### config.mk
export PLATFORM = sky130hd
export DESIGN_NAME = spi_master_shifter
export DESIGN_NICKNAME = d
export VERILOG_FILES = /design/src/rtl/spi_master_shifter.sv
export SDC_FILE = /design/constraint.sdc
export NUM_CORES = 1
export LEC_CHECK = 0
export ABC_CLOCK_PERIOD_IN_PS = 1790
export BUFFER_PORTS_ARGS = -buffer_cell sky130_fd_sc_hd__buf_2
export CORE_UTILIZATION = 40
export DETAILED_ROUTE_END_ITERATION = 7
export GPL_ROUTABILITY_DRIVEN = 0
export MAX_ROUTING_LAYER = met4
export PLACE_DENSITY = 0.57
export SYNTH_ARGS = -nofsm -noshare
export SYNTH_HDL_FRONTEND = slang
export SYNTH_SLANG_ARGS = --single-unit
export TNS_END_PERCENT = 20
### constraint.sdc
create_clock -name clk_10MHz -period 1.79 [get_ports clk_10MHz]
set_input_delay 0.0895 -clock clk_10MHz [delete_from_list [all_inputs] [get_ports clk_10MHz]]
set_output_delay 0.0895 -clock clk_10MHz [all_outputs]
set_load 0.03 [all_outputs]
### src/rtl/spi_master_shifter.sv
`timescale 1ns/1ps
// ---------------------------------------------------------------------------
// spi_master_shifter
//
// SPI mode 0 (CPOL=0, CPHA=0) master shift engine. It sits in front of an
// external SCLK divider. It enables that divider while a word is being moved
// and uses the divider's one-cycle edge strobes to decide when to act:
//   - rising SCLK edge  : sample MISO into the receive shifter
//   - falling SCLK edge : present the next MOSI bit, or end the frame after
//                         the last bit
// A transfer is framed by chip select. CS_SETUP cycles separate CS falling
// from SCLK enable, and CS_HOLD cycles separate SCLK disable from CS rising.
//
// Parameters
//   DATA_W    bits per transfer, MSB first (2..32)
//   CS_SETUP  cycles from cs_n_o low to en_sclk_o high (>=1)
//   CS_HOLD   cycles from en_sclk_o low to cs_n_o high (>=1)
//
// Ports
//   clk_10MHz   in   system clock
//   rst_i       in   asynchronous active-high reset
//   start_i     in   transfer request, only looked at while idle
//   tx_data_i   in   word to send, captured when start is accepted
//   pos_edge_i  in   divider strobe, SCLK has just risen
//   neg_edge_i  in   divider strobe, SCLK has just fallen
//   miso_i      in   serial data from the slave (already synchronised)
//   en_sclk_o   out  divider enable, low parks SCLK at 0
//   cs_n_o      out  active-low slave select
//   mosi_o      out  serial data to the slave
//   rx_data_o   out  last received word, held until the next done
//   busy_o      out  high from start acceptance until done
//   done_o      out  one-cycle pulse, rx_data_o is valid
// ---------------------------------------------------------------------------
module spi_master_shifter #(
  parameter int DATA_W   = 8,
  parameter int CS_SETUP = 4,
  parameter int CS_HOLD  = 4
) (
  input  logic              clk_10MHz,
  input  logic              rst_i,
  input  logic              start_i,
  input  logic [DATA_W-1:0] tx_data_i,
  input  logic              pos_edge_i,
  input  logic              neg_edge_i,
  input  logic              miso_i,
  output logic              en_sclk_o,
  output logic              cs_n_o,
  output logic              mosi_o,
  output logic [DATA_W-1:0] rx_data_o,
  output logic              busy_o,
  output logic              done_o
);

  // The timer only ever needs to reach max(CS_SETUP, CS_HOLD) - 1.
  localparam int TMR_MAX = (CS_SETUP > CS_HOLD) ? CS_SETUP : CS_HOLD;
  localparam int TMR_W   = (TMR_MAX > 1) ? $clog2(TMR_MAX) : 1;
  localparam int CNT_W   = $clog2(DATA_W + 1);

  localparam logic [TMR_W-1:0] SETUP_LAST = TMR_W'(CS_SETUP - 1);
  localparam logic [TMR_W-1:0] HOLD_LAST  = TMR_W'(CS_HOLD - 1);
  localparam logic [CNT_W-1:0] BITS_ALL   = CNT_W'(DATA_W);

  typedef enum logic [1:0] {
    IDLE  = 2'd0,
    SETUP = 2'd1,
    SHIFT = 2'd2,
    HOLD  = 2'd3
  } state_t;

  state_t            state_q;
  logic [DATA_W-1:0] tx_shift_q;
  logic [DATA_W-1:0] rx_shift_q;
  logic [CNT_W-1:0]  bit_cnt_q;
  logic [TMR_W-1:0]  timer_q;

  logic [DATA_W-1:0] tx_shift_d;
  logic [DATA_W-1:0] rx_shift_d;
  logic [CNT_W-1:0]  bit_cnt_d;
  logic [TMR_W-1:0]  timer_d;
  logic              fall_only;
  logic              all_bits_in;

  // Next values for the datapath registers. A falling strobe only counts
  // when the rising strobe is absent: if a misbehaving divider raises both
  // at once, the sample wins and the MOSI update is dropped for that cycle.
  always_comb begin
    tx_shift_d  = tx_shift_q << 1;
    rx_shift_d  = {rx_shift_q[DATA_W-2:0], miso_i};
    bit_cnt_d   = bit_cnt_q + CNT_W'(1);
    timer_d     = timer_q + TMR_W'(1);
    fall_only   = neg_edge_i & ~pos_edge_i;
    all_bits_in = (bit_cnt_q == BITS_ALL);
  end

  // Single FSM with every output registered. mosi_o is loaded with the MSB
  // at acceptance so it is already stable before the first rising edge;
  // afterwards it only changes on falling edges, which is what mode 0 needs.
  always_ff @(posedge clk_10MHz or posedge rst_i) begin
    if (rst_i) begin
      state_q    <= IDLE;
      tx_shift_q <= '0;
      rx_shift_q <= '0;
      bit_cnt_q  <= '0;
      timer_q    <= '0;
      en_sclk_o  <= 1'b0;
      cs_n_o     <= 1'b1;
      mosi_o     <= 1'b0;
      rx_data_o  <= '0;
      busy_o     <= 1'b0;
      done_o     <= 1'b0;
    end else begin
      done_o <= 1'b0;
      unique case (state_q)
        IDLE: begin
          if (start_i) begin
            tx_shift_q <= tx_data_i;
            mosi_o     <= tx_data_i[DATA_W-1];
            cs_n_o     <= 1'b0;
            busy_o     <= 1'b1;
            bit_cnt_q  <= '0;
            timer_q    <= '0;
            state_q    <= SETUP;
          end
        end

        SETUP: begin
          timer_q <= timer_d;
          if (timer_q == SETUP_LAST) begin
            en_sclk_o <= 1'b1;
            state_q   <= SHIFT;
          end
        end

        SHIFT: begin
          if (pos_edge_i) begin
            rx_shift_q <= rx_shift_d;
            bit_cnt_q  <= bit_cnt_d;
          end else if (fall_only) begin
            // The falling edge after the last sample closes the frame, so
            // SCLK is left low after exactly DATA_W periods.
            if (all_bits_in) begin
              en_sclk_o <= 1'b0;
              mosi_o    <= 1'b0;
              timer_q   <= '0;
              state_q   <= HOLD;
            end else begin
              tx_shift_q <= tx_shift_d;
              mosi_o     <= tx_shift_q[DATA_W-2];
            end
          end
        end

        HOLD: begin
          timer_q <= timer_d;
          if (timer_q == HOLD_LAST) begin
            cs_n_o    <= 1'b1;
            rx_data_o <= rx_shift_q;
            done_o    <= 1'b1;
            busy_o    <= 1'b0;
            state_q   <= IDLE;
          end
        end

        default: begin
          state_q <= IDLE;
        end
      endcase
    end
  end

endmodule

Yosys cells after proc, flatten, opt, wreduce, memory -nomap -nowiden:

Index checks and enable logic that the tools add are counted.

* register bits: 36
* input port bits: 14
* output and inout bits: 13
* word-level logic and storage cells: 79

* add/subtract/negate cells: 2
* equal/unequal tests: 13
* multiplexer cells: 37
* bitwise gates (word level): 2
* reductions and logical operators: 14

Operators with widths (count)
* $mux W7: 4
* $mux W2: 10
* $ne A2 B2 Y1 const B: 8
* $pmux W7 S2: 1
* $mux W1: 13
* $reduce_and A5 Y1: 2
* $mux W4: 2
* $pmux W1 S2: 4
* $pmux W2 S4: 1
* $pmux W4 S2: 1
* $reduce_and A4 Y1: 2
* $eq A2 B2 Y1 const B: 3
* $pmux W2 S3: 1
* $reduce_and A3 Y1: 2
* $reduce_and A6 Y1: 1
* $reduce_bool A2 Y1: 3
* $add A4 B1 Y4 const B: 1
* $eq A4 B4 Y1 const B: 1
* $reduce_and A2 Y1: 2
* $add A2 B1 Y2 const B: 1
* $eq A2 B1 Y1 const B: 1
* $logic_not A2 Y1: 1
* $reduce_or A2 Y1: 1
* $and A1 B1 Y1: 1
* $not A1 Y1: 1

Depth between registers and ports, before layout:

Gate-level depths: netlist of the first run.

* depth in word-level cells: 5
* depth in mapped cells: 8
* depth with buffers taken out: 6

Least setup slack after synthesis of the first run:

No wires, ideal clock.

* path kind: flip-flop to flip-flop
* from: register state_q[0]
* to: register state_q[1]
* setup time: 0.125 ns
* arrival time: 1.495 ns
* required time: 1.665 ns
* path slack: 0.170 ns
* stages on the path, launching flop included: 8
* buffers on the path: 1
* clock period less this slack: 1.620 ns
* cell sequence: dfrtp_1 > inv_1 > ha_1 > buf_4 > nor2b_1 > a21oi_1 > nand3b_1 > mux2_2

* longest elaborated chain between the ends: 3
* elaborated cells on any way between the ends: 12
* those cells by class: 9 x eq/ne; 1 x mux; 2 x reduce/logical

RTL lines
* start, declared: RTL line 70 `state_t state_q;`
* start signal, assigned: RTL line 100 `state_q <= IDLE;`
* start signal, assigned: RTL line 122 `state_q <= SETUP;`
* start signal, assigned: RTL line 130 `state_q <= SHIFT;`
* $eq A2 B2 Y1 (tied with other cells): RTL line 113 `unique case (state_q)`
* $ne A2 B2 Y1 (no source line)
* $reduce_and A6 Y1 (no source line)

Several ways; a longest one is shown, not always the timed one.
A chain may end at the register's enable or synchronous reset.

Final worst setup path of the first run:

Ends and elaborated chain as after synthesis.

==> flow_metrics.py, run 1 <==
metrics = {
    "status": {
        "outcome": "finished, final reports clean",
    },
    "logic_synthesis": {
        "synth.top_cell.area_share": 0.504,
        "netlist_area_sq_mm": 0.00174,
        "netlist_instances": 149,
        "async_flop_share": 1.00,
        "yosys-top-cells-area": "dfrtp_1 50%, mux2_2 12%, ha_1 5.0%",
        "synthFlopType": "dfrtp_1",
        "syn_nets": 170,
        "synth_top_area_cell": "dfrtp_1",
        "ys_types": 33,
        "synth_edf_count": 0,
        "ys_warn_count": 0,
        "synth_area_per_cell_sq_um": 11.7,
        "ys_seq_elements": 36,
        "seq_area_frac_synth": 0.519,
    },
    "worst_setup_path": {
        "cp.depth": 6,
        "cp.arrival_ps": 1810,
        "cp_slowest_cell": "dfrtp_1",
        "worstReg2RegEnd": "state_q[1]$_DFFE_PP0P_",
        "path_delay_family": "flip-flops",
        "start_kind": "register",
        "max_stage_delay_ps": 400,
        "path_cells": "inv_1, ha_2, nor2b_1, a21oi_1, nand3b_1, mux2_2",
        "worstReg2RegStart": "state_q[0]$_DFFE_PP0P_",
        "crit_path_max_fanout": 7,
        "critPathKind": "reg2reg",
        "crit_end": "state_q[1]$_DFFE_PP0P_",
        "cp.required_ps": 1960,
        "critPathBufInv": 1,
        "r2r_slack_ps": 150,
        "cp-end-kind": "register",
        "setup.worst_path.start": "state_q[0]$_DFFE_PP0P_",
        "reg2regPathDepth": 6,
    },
    "power_and_ir_drop": {
        "power.leakage_nw": 1.03,
        "power_density_mw_per_mm2": 1820,
        "peakVddDrop_mv": 0.888,
    },
    "finish": {
        "finalNetCount": 207,
        "antenna_cells": 0,
        "syn2layout_area_growth_pct": 19.6,
        "final_area_sq_mm": 0.00208,
        "multi_input_area_sq_um": 772,
        "seq_area_sq_um": 902,
        "fin_cells": 237,
        "fillers": 398,
        "drive_above_1_share": 0.380,
    },
    "cts": {
        "cts_tree": "yes",
        "clkTransAtPathRegs_ps": 70,
        "root_buffer": "clkbuf_8",
        "clock-sinks": 36,
        "clk_latency_ps": 280,
        "cts-buffers-inserted": 5,
        "h-tree-depth": 2,
        "clk_path_buf_depth": 2,
    },
    "grt": {
        "grt_max_degree": 37,
        "grt_usage": 0.162,
        "antenna_found_initial": 0,
        "globalRouteOverflowTotal": 0,
        "grt_pass1_wl_mm": 5.24,
        "grt_pass1_vias": 1183,
    },
    "timing": {
        "tightest_slew_ps": 441,
        "setup_viol": 0,
        "skew_ps": 1.86,
        "slew_headroom": 0.706,
        "slew_viol_final": 0,
        "hold_violations": 0,
        "tns_ps": 0,
        "rsz0062_at_grt": "false",
        "clock.fmax_ghz": 0.610,
        "timing.final.crit_share": 0.916,
        "fin_crit_ps": 1640,
    },
    "floorplanning": {
        "rows": 23,
        "dieArea_sq_mm": 0.00462,
        "io_pins": 27,
        "die_w_microns": 67.9,
        "initial_core_util": 0.426,
        "die_h_microns": 67.9,
        "core_area_sq_mm": 0.00409,
    },
    "hold_path": {
        "min_path_type": "in2reg",
        "hold_start": "miso_i",
    },
    "placement": {
        "numPortBuffers": 26,
        "dp.cells": 228,
        "place_hpwl_mm": 2.35,
        "dpl_cell_area_sq_mm": 0.00197,
    },
    "run": {
        "drv_cap": 0,
    },
    "detailed_routing": {
        "totalWireLength_mm": 3.20,
        "drc_errors": 0,
        "via_per_inst": 5.11,
        "vias": 1212,
        "ant_nets": 0,
        "wl_per_cell_microns": 13.5,
        "drt_first_pass_iters": 4,
        "dr.first_iter.drc_count": 13,
    },
}
synth_stat cells (all sizes together), types with 2 or more instances:
| cell type | count |
|---|---|
| nand2b | 2 |
| dfrtp | 35 |
| o21ai | 7 |
| a21oi | 10 |
| nand2 | 12 |
| mux2 | 19 |
| inv | 9 |
| mux2i | 8 |
| a22o | 2 |
| nor3 | 3 |
| nand3b | 2 |
| nor2b | 4 |
| nor2 | 11 |
| buf | 5 |
| ha | 7 |
| a21o | 2 |
per-stage QoR:
step | setup WS, ps | hold slack [ps] | total power [W] | util
3_3_place_gp | 129 | 206 | 0.00310 | 0.482
6_report | 151 | 28.6 | 0.00379 | 0.509
4_1_cts | 42.5 | 20.8 | 0.00382 | 0.508
2_1_floorplan | 170 | 240 | 0.00270 | -
5_1_grt | 12.3 | 22.6 | 0.00408 | 0.509
3_5_place_dp | 61.9 | 217 | 0.00320 | 0.482
repair_timing:
action | 4_1_cts | 5_1_grt
buffers inserted | 0 | 0
setup endpoints to repair | 0 | 13
gates resized for setup | 0 | 2
hold buffers | 1 | 0
endpoints found under the hold margin | 35 | 0
worst register-to-register path, stage by stage (launching register included):
cell	delay, ps
dfrtp_1	400
inv_1	120
ha_2	270
nor2b_1	200
a21oi_1	80
nand3b_1	130
mux2_2	340
cell usage in the layout, fill, tap and decap left out, types with 2 or more instances in the layout:
| master | n |
|---|---|
| buf_4 | 7 |
| a21oi_1 | 7 |
| nand3b_1 | 2 |
| inv_1 | 9 |
| a21o_1 | 2 |
| nor2_1 | 11 |
| buf_2 | 26 |
| ha_1 | 5 |
| a21oi_2 | 3 |
| dfrtp_1 | 35 |
| mux2_2 | 19 |
| a22o_1 | 2 |
| nand2_1 | 11 |
| nor2b_1 | 4 |
| o21ai_0 | 7 |
| ha_2 | 2 |
| nor3_1 | 3 |
| clkbuf_8 | 6 |
| mux2i_1 | 7 |
registers in the layout, indices dropped and copies added (netlist names):
register / cells
done_o: 1
state_q: 2
cs_n_o: 1
bit_cnt_q: 4
en_sclk_o: 1
rx_shift_q: 8
tx_shift_q: 7
timer_q: 2
rx_data_o: 8
mosi_o: 1
busy_o: 1
power by group:
part	internal [W]	total [W]	leakage [nW]	switching, W
registers	0.00117	0.00140	0.437	0.000234
logic	0.000854	0.00177	0.541	0.000919
clock network	0.000314	0.000612	0.0516	0.000297
total	0.00234	0.00379	1.03	0.00145
worst min path at each step:
stage | to | slack (ps) | depth (start not counted)
finish | rx_shift_q[0]$_DFFE_PP0P_ | 30 | 2
global route | rx_shift_q[0]$_DFFE_PP0P_ | 20 | 2
CTS | rx_shift_q[0]$_DFFE_PP0P_ | 20 | 2
detailed placement | rx_data_o[3]$_DFFE_PP0P_ | 220 | 3
global placement | rx_data_o[3]$_DFFE_PP0P_ | 210 | 3
floorplan | rx_shift_q[0]$_DFFE_PP0P_ | 240 | 1
routing by layer:
layer / vias up / track usage / part of all wire
met2: 23 / 0.255 / 0.50
li1: 590 / - / -
met4: 0 / 0.0755 / 0.011
met1: 595 / 0.185 / 0.44
met3: 4 / 0.0550 / 0.045
met5: - / - / 0
layout make-up:
| type | count | share of cell area |
|---|---|---|
| sequential | 36 | 0.434 |
| multi-input combinational | 99 | 0.371 |
| timing repair buffer | 35 | 0.102 |
| clock buffer | 6 | 0.0397 |
| tap | 50 | 0.0301 |
| inverter | 9 | 0.0162 |
| clock inverter | 2 | 0.00662 |
logic make-up after synthesis:
group,share of synthesized area
and+or+nand+nor,0.116
DFF,0.519
muxes,0.171
AOI/OAI and AO/OA,0.104
buffers and inverters,0.0403
adders and majority gates,0.0504
(Power assumes the default switching activity.)
==> run 2: changes to the inputs <==
Settings changed: CORE_MARGIN set to 2.
==> flow_metrics.py, run 2 (synthesis results as in run 1) <==
metrics = {
    "status": {
        "outcome": "finished, final reports clean",
    },
    "timing": {
        "slew_viol_final": 0,
        "skew_ps": 4.77,
        "whs_ps": 40.3,
        "setup_viol": 0,
        "tns_ps": 0,
        "clock.fmax_ghz": 0.614,
        "fin_crit_ps": 1630,
        "timing.final.crit_share": 0.909,
        "rsz0062_at_grt": "false",
        "hold_violations": 0,
        "tightest_slew_ps": 451,
        "slew_headroom": 0.699,
    },
    "worst_setup_path": {
        "crit_path_max_fanout": 7,
        "path_cells": "inv_1, ha_2, nor2b_1, a21oi_1, nand3b_1, mux2_2",
        "cp-end-kind": "register",
        "max_stage_delay_ps": 410,
        "start_kind": "register",
        "cp.arrival_ps": 1800,
        "cp_slowest_cell": "dfrtp_1",
        "critPathKind": "reg2reg",
        "reg2regPathDepth": 6,
        "cp.required_ps": 1960,
    },
    "finish": {
        "fillers": 383,
        "syn2layout_area_growth_pct": 18.7,
        "antenna_cells": 0,
        "finalNetCount": 205,
        "final_common_cell": "dfrtp_1",
        "fin_cells": 235,
        "seq_area_sq_um": 902,
        "top_regs": "rx_data_o (8), rx_shift_q (8), tx_shift_q (7)",
        "drive_above_1_share": 0.373,
        "final_cell_mix": "35 x dfrtp_1, 26 x buf_2, 19 x mux2_2, 11 x nor2_1, 11 x nand2_1",
        "multi_input_area_sq_um": 772,
    },
    "detailed_routing": {
        "totalWireLength_mm": 3.26,
        "drt_first_pass_iters": 4,
        "ant_nets": 0,
        "vias": 1196,
        "wl_per_cell_microns": 13.9,
        "dr.first_iter.drc_count": 56,
        "drc_errors": 0,
        "via_per_inst": 5.09,
    },
    "floorplanning": {
        "die_h_microns": 69.9,
        "dieArea_sq_mm": 0.00489,
        "io_pins": 27,
        "rows": 23,
        "core_area_sq_mm": 0.00409,
        "initial_core_util": 0.426,
        "die_w_microns": 69.9,
    },
    "cts": {
        "post_cts_buffers": 0,
        "clkTransAtPathRegs_ps": 70,
        "cts_tree": "yes",
        "root_buffer": "clkbuf_8",
        "cts-buffers-inserted": 5,
        "clock-sinks": 36,
        "clk_latency_ps": 290,
        "h-tree-depth": 2,
        "clk_path_buf_depth": 2,
    },
    "power_and_ir_drop": {
        "power.leakage_nw": 1.02,
        "peakVddDrop_mv": 0.742,
        "power_density_mw_per_mm2": 1820,
    },
    "grt": {
        "antenna_found_initial": 0,
        "grt_pass1_wl_mm": 5.54,
        "grt_usage": 0.148,
        "grt_pass1_vias": 1189,
        "grt_max_degree": 37,
        "globalRouteOverflowTotal": 0,
    },
    "placement": {
        "place_hpwl_mm": 2.37,
        "dp.cells": 226,
        "numPortBuffers": 26,
    },
    "hold_path": {
        "whs_path_depth": 2,
        "min_path_type": "in2reg",
    },
    "run": {
        "drv_cap": 0,
    },
}
## run 2: cell types whose count changed in the layout (fill, tap and decap cells not counted)
cell,before,now
buf_4,7,5
## run 2: power breakdown
group / switching [W] / total (W) / leakage, nW / internal [W]
clock: 0.000305 / 0.000620 / 0.0516 / 0.000315
combinational: 0.000912 / 0.00173 / 0.531 / 0.000818
sequential: 0.000236 / 0.00140 / 0.437 / 0.00117
## run 2: critical path, delay by kind of cell (launching register included)
| family | cells | cell delay, ps |
|---|---|---|
| AO/OA/AOI/OAI | 1 | 70 |
| multiplexers | 1 | 340 |
| flip-flops | 1 | 410 |
| adder cells (fa/ha/maj) | 1 | 270 |
| AND/OR/NAND/NOR | 2 | 310 |
| buffers and inverters | 1 | 110 |
## run 2: layout make-up
cell class              count  area share
clock buffers               6      0.0400
multi-input cells          99       0.374
repair buffers             33      0.0958
clock inverters             2     0.00667
inverters                   9      0.0164
flip-flops and latches     36       0.437
well taps                  50      0.0303
## run 2: timing repair
item / in CTS / in global routing
resized for setup: 0 / 2
hold buffers: 1 / 0
endpoints found under the setup margin: 0 / 8
endpoints found under the hold margin: 35 / 0
## run 2: per-layer routing
layer	GRT usage	wire, microns
met3	0.0447	136
met2	0.251	1670
met4	0.0449	31
met1	0.169	1420
met5	-	0
## run 2: through the flow
step                      power [W]  setup slack (ps)  cell area [sq um]  utilization
final                       0.00375               162               2060        0.505
after global routing        0.00407              48.2               2060        0.505
after CTS                   0.00379              79.5               2060        0.504
after detailed placement    0.00316              89.4               1950        0.478
after global placement      0.00308               152               1950        0.478
after floorplan             0.00270               170               1740            -
## run 2: final timing paths
path	start	endpoint	slack, ps
worst max-delay path	state_q[0]$_DFFE_PP0P_	state_q[1]$_DFFE_PP0P_	160
worst min-delay path	miso_i	rx_shift_q[0]$_DFFE_PP0P_	40
worst max register to register	state_q[0]$_DFFE_PP0P_	state_q[1]$_DFFE_PP0P_	160
worst min register to register	rx_data_o[0]$_DFFE_PP0P_	rx_data_o[0]$_DFFE_PP0P_	500
max in group asynchronous	rst_i	cs_n_o$_DFFE_PP1P_	1010
min in group asynchronous	rst_i	done_o$_DFF_PP0_	440
